$ cat src/rtl/cpu_pkg.sv
// Shared CPU definitions for the fetch/decode boundary.
// Provides the decode NOP, the datapath width and the fetch entry bundle.
package cpu_pkg;

  localparam int DATA_W = 32;

  localparam logic [DATA_W-1:0] NOP_INST = 32'h0000_0000;

  typedef struct packed {
    logic [DATA_W-1:0] pc_plus_4;
    logic [DATA_W-1:0] inst;
  } fetch_entry_t;

endpackage

$ cat src/rtl/fetchq_ram.sv
// Fetch queue storage: DEPTH x W, one synchronous write port and one
// asynchronous read port, no reset. Ports: i_clock, i_we/i_waddr/i_wdata, i_raddr/o_rdata.
module fetchq_ram #(
  parameter int DEPTH = 4,
  parameter int W     = 64
) (
  input  logic                     i_clock,
  input  logic                     i_we,
  input  logic [$clog2(DEPTH)-1:0] i_waddr,
  input  logic [W-1:0]             i_wdata,
  input  logic [$clog2(DEPTH)-1:0] i_raddr,
  output logic [W-1:0]             o_rdata
);

  logic [W-1:0] r_mem [DEPTH];

  always_ff @(posedge i_clock) begin
    if (i_we) begin
      r_mem[i_waddr] <= i_wdata;
    end
  end

  assign o_rdata = r_mem[i_raddr];

endmodule

$ cat src/rtl/if_fetch_queue.sv
// Prefetch queue between fetch and decode; presents a NOP when empty.
// Ports: clock/reset/flush, in_* push side, out_* pop side, count. Macro: FETCHQ_BYPASS_EN.
module if_fetch_queue
  import cpu_pkg::*;
#(
  parameter int DEPTH  = 4,
  parameter int DATA_W = 32
) (
  input  logic                   clock,
  input  logic                   reset,
  input  logic                   flush,
  input  logic                   in_valid,
  output logic                   in_ready,
  input  logic [DATA_W-1:0]      in_pc_plus_4,
  input  logic [DATA_W-1:0]      in_inst,
  output logic                   out_valid,
  input  logic                   out_ready,
  output logic [DATA_W-1:0]      out_pc_plus_4,
  output logic [DATA_W-1:0]      out_inst,
  output logic [$clog2(DEPTH):0] count
);

  localparam int PW = $clog2(DEPTH);
  localparam int CW = PW + 1;

  logic [PW-1:0]       r_wr_ptr;
  logic [PW-1:0]       r_rd_ptr;
  logic [CW-1:0]       r_cnt;
  logic                w_full;
  logic                w_nonempty;
  logic                w_byp;
  logic                w_push;
  logic                w_pop;
  logic [2*DATA_W-1:0] w_rdata;

`ifdef FETCHQ_BYPASS_EN
  assign w_byp = ~w_nonempty & in_valid & out_ready & ~flush;
`else
  assign w_byp = 1'b0;
`endif

  assign w_full     = (r_cnt == CW'(DEPTH));
  assign w_nonempty = (r_cnt != '0);
  assign in_ready   = ~w_full & ~flush;
  // A bypassed entry goes straight to decode and is never stored.
  assign w_push     = in_valid & in_ready & ~w_byp;
  assign w_pop      = w_nonempty & out_ready & ~flush;
  assign out_valid  = w_nonempty | w_byp;
  assign count      = r_cnt;

  always_comb begin
    out_pc_plus_4 = '0;
    out_inst      = DATA_W'(NOP_INST);
    unique case (1'b1)
      w_byp: begin
        out_pc_plus_4 = in_pc_plus_4;
        out_inst      = in_inst;
      end
      w_nonempty: begin
        out_pc_plus_4 = w_rdata[2*DATA_W-1:DATA_W];
        out_inst      = w_rdata[DATA_W-1:0];
      end
      default: ;
    endcase
  end

  fetchq_ram #(
    .DEPTH (DEPTH),
    .W     (2 * DATA_W)
  ) u_ram (
    .i_clock (clock),
    .i_we    (w_push),
    .i_waddr (r_wr_ptr),
    .i_wdata ({in_pc_plus_4, in_inst}),
    .i_raddr (r_rd_ptr),
    .o_rdata (w_rdata)
  );

  always_ff @(posedge clock) begin
    if (reset || flush) begin
      r_wr_ptr <= '0;
      r_rd_ptr <= '0;
      r_cnt    <= '0;
    end else begin
      if (w_push) r_wr_ptr <= r_wr_ptr + 1'b1;
      if (w_pop)  r_rd_ptr <= r_rd_ptr + 1'b1;
      unique case ({w_push, w_pop})
        2'b10:   r_cnt <= r_cnt + 1'b1;
        2'b01:   r_cnt <= r_cnt - 1'b1;
        default: r_cnt <= r_cnt;
      endcase
    end
  end

endmodule

$ cat config.mk
export PLATFORM = sky130hd
export DESIGN_NAME = if_fetch_queue
export DESIGN_NICKNAME = d
export VERILOG_FILES = /design/src/rtl/cpu_pkg.sv /design/src/rtl/fetchq_ram.sv /design/src/rtl/if_fetch_queue.sv
export SDC_FILE = /design/constraint.sdc
export NUM_CORES = 1
export LEC_CHECK = 0
export CAP_MARGIN = 20
export CORE_MARGIN = 2
export CORE_UTILIZATION = 57
export CTS_BUF_LIST = sky130_fd_sc_hd__clkbuf_2
export DETAILED_ROUTE_END_ITERATION = 16
export PLACE_DENSITY = 0.85
export SLEW_MARGIN = 25
export SYNTH_ARGS = -nofsm -noshare
export SYNTH_HDL_FRONTEND = slang
export SYNTH_SLANG_ARGS = --single-unit
$ cat constraint.sdc
create_clock -name clock -period 4 [get_ports clock]
set_input_delay 0.6 -clock clock [delete_from_list [all_inputs] [get_ports clock]]
set_output_delay 0.6 -clock clock [all_outputs]
set_load 0.1 [all_outputs]
==> qor.csv <==
metric,value,unit
run_status,"complete, no violations",
critPathLaunchType,flop,
synthCells,461,
maxCapViolCount,0,
drt-vias-per-instance,5.44,
cpPeakStageDelay,970,ps
crit_type,flop to output port,
synth_fa_ha_area_frac,0.00807,
cp_max_fo,37,
slowest_stage,clkdlybuf4s50_1,
hold_path_class,primary input to flop,
areaGrowthSynthToFinish,18.7,%
insertion_delay,800,ps
layout_common_cells,"edfxtp_1, clkbuf_2, clkdlybuf4s50_1, buf_4, and2_1",
fmax,0.278,GHz
first_iter_violations,274,
worst_ir_drop_vdd,0.241,mV
grt_pass1_wl,28.7,mm
ys.warnings.count,0,
routed_wl,18.4,mm
place.gp.congestion,0.747,
layout_commonest_cell,edfxtp_1,
worst_clock_skew,39.4,ps
postPlaceCellArea,11600,sq um
netlist_area,10200,sq um
seq_area_frac_synth,0.769,
rows,49,
arrival,3000,ps
synth_mux_area_frac,0.142,
cts_hold_buffers,0,
dp_cells,809,
crit_chain,mux4_1 > and2_1 > clkdlybuf4s50_1,
power.density,414,nW/um^2
dr.pass1.iters,4,
drcViolationCount,0,
routed-via-count,4984,
synth-xor-area-share,0.00342,
total_power,5.03,mW
post-dp-hpwl,11.0,mm
worst_slew_margin_rel,0.303,
synth.avg_cell_area,22.2,sq um
rsz0062_at_grt,no,
dieWidth,138,microns
end_kind,output port,
grt_max_degree,65,
syn-num-nets,536,
die_area,19000,sq um
synth_simple_gate_area_frac,0.0504,
final_cells,917,
period_share,0.900,
postCtsSetupRepairBufs,0,
fin_tns_setup,0,ps
cts_tree,built,
post-route-min-period,3600,ps
io_pins,138,
antenna_found_initial,2,
maxSlewViolCount,0,
synth_compound_area_frac,0.00550,
netlist-cell-type-count,29,
power.leakage,4.11,nW
clock_sinks,265,
layout-drive-gt1-share,0.337,
hold_violations,0,
io_buffers,137,
grt_overflow,0,
nets,716,
root_buffer,clkbuf_2,
start_util,0.576,
final_cell_area,12200,sq um
cts_resized,0,
ant_nets,0,
cts_max_level,2,
cts_buffers,59,
grt_pass1_vias,5508,
setup_viol,0,
clkSlewWorstSetupHoldPaths,110,ps
coreArea,17800,sq um
ys_ff_latch,265,
cts_buffer_depth,3,
worstPathRequired,3400,ps
dieHeight,138,microns
whs,423,ps
wl_per_cell,20.0,microns
worstMarginPinSlew,1040,ps
synth_top_family_by_area,multiplexers,
grt.total_usage,0.195,
-- cell families (layout without fill, tap and decap cells) --
group                    after synthesis  after routing
multiplexers                          64             64
adder cells (fa/ha/maj)                6              6
buffers and inverters                 29            254
AND/OR/NAND/NOR                       85             85
AO/OA/AOI/OAI                          8              8
XOR/XNOR                               4              4
other                                  0              2
flip-flops                           265            265
-- where the power goes --
group	internal, mW	leakage (nW)	switching [mW]
combinational	0.139	1.31	0.263
clock	0.601	0.404	0.938
sequential	3.08	2.40	0.0105
-- critical path, delay by kind of cell (launching register included) --
family / cells / cell delay (ps)
buffers and inverters: 1 / 970
flip-flops: 1 / 690
multiplexers: 1 / 360
AND/OR/NAND/NOR: 1 / 160
-- layout make-up --
cell class,count,area (sq um)
inverters,6,22.5
repair buffers,142,1290
flip-flops and latches,265,7880
diodes,2,5.00
clock inverters,14,52.6
multi-input cells,167,2170
clock buffers,92,460
fillers,1165,5620
well taps,229,287
-- per-layer routing --
| metal | up-vias | routed length, microns | GRT usage |
|---|---|---|---|
| met5 | - | 0 | 0 |
| met1 | 2529 | 6960 | 0.235 |
| met3 | 26 | 1170 | 0.0568 |
| met2 | 165 | 9900 | 0.341 |
| li1 | 2264 | - | - |
| met4 | 0 | 343 | 0.0682 |
-- metrics by stage --
stage / setup slack [ps] / util
6_report: 398 / 0.684
5_1_grt: 259 / 0.684
4_1_cts: 294 / 0.683
3_5_place_dp: 1120 / 0.655
3_3_place_gp: 1200 / 0.655
2_1_floorplan: 309 / -
-- state kept, by name (all words and copies together), names as in the netlist, named ones only --
| signal | cells |
|---|---|
| u_ram.r_mem | 256 |
| r_rd_ptr | 2 |
| count | 3 |
| r_wr_ptr | 2 |
-- Yosys cell counts --
cell type  number  area, sq um
edfxtp_1      256         7690
and2_1         64          400
mux4_2         60         1350
dfxtp_1         9          180
clkbuf_1        8         30.0
nor2_1          8         30.0
buf_2           7         35.0
buf_12          6          120
inv_1           6         22.5
ha_1            5         62.6
and3_1          4         25.0
mux4_1          4          105
xor2_1          4         35.0
a21oi_1         3         15.0
nor2b_1         2         12.5
or3_1           2         12.5
a21o_1          1         7.51
and2_4          1         8.76
buf_6           1         11.3
clkbuf_2        1         5.00
fa_1            1         20.0
nand3_1         1         5.00
nand4_1         1         6.26
o21ai_0         1         5.00
o311ai_0        1         8.76
o31ai_1         1         7.51
o31ai_2         1         12.5
or2_2           1         6.26
or3b_1          1         8.76
-- path summary, 6_finish.rpt --
kind	slack, ps	cells after the start	endpoint	from
max reg2reg	1520	9	count[2]$_SDFFE_PP0P_	count[2]$_SDFFE_PP0P_
min reg2reg	570	2	flop	r_rd_ptr[1]$_SDFFE_PP0P_
min	420	1	u_ram.r_mem[1][11]$_DFFE_PP_	in_inst[11]
max	400	3	out_inst[31]	flop
Note: power is estimated with default switching activity, not from simulation.
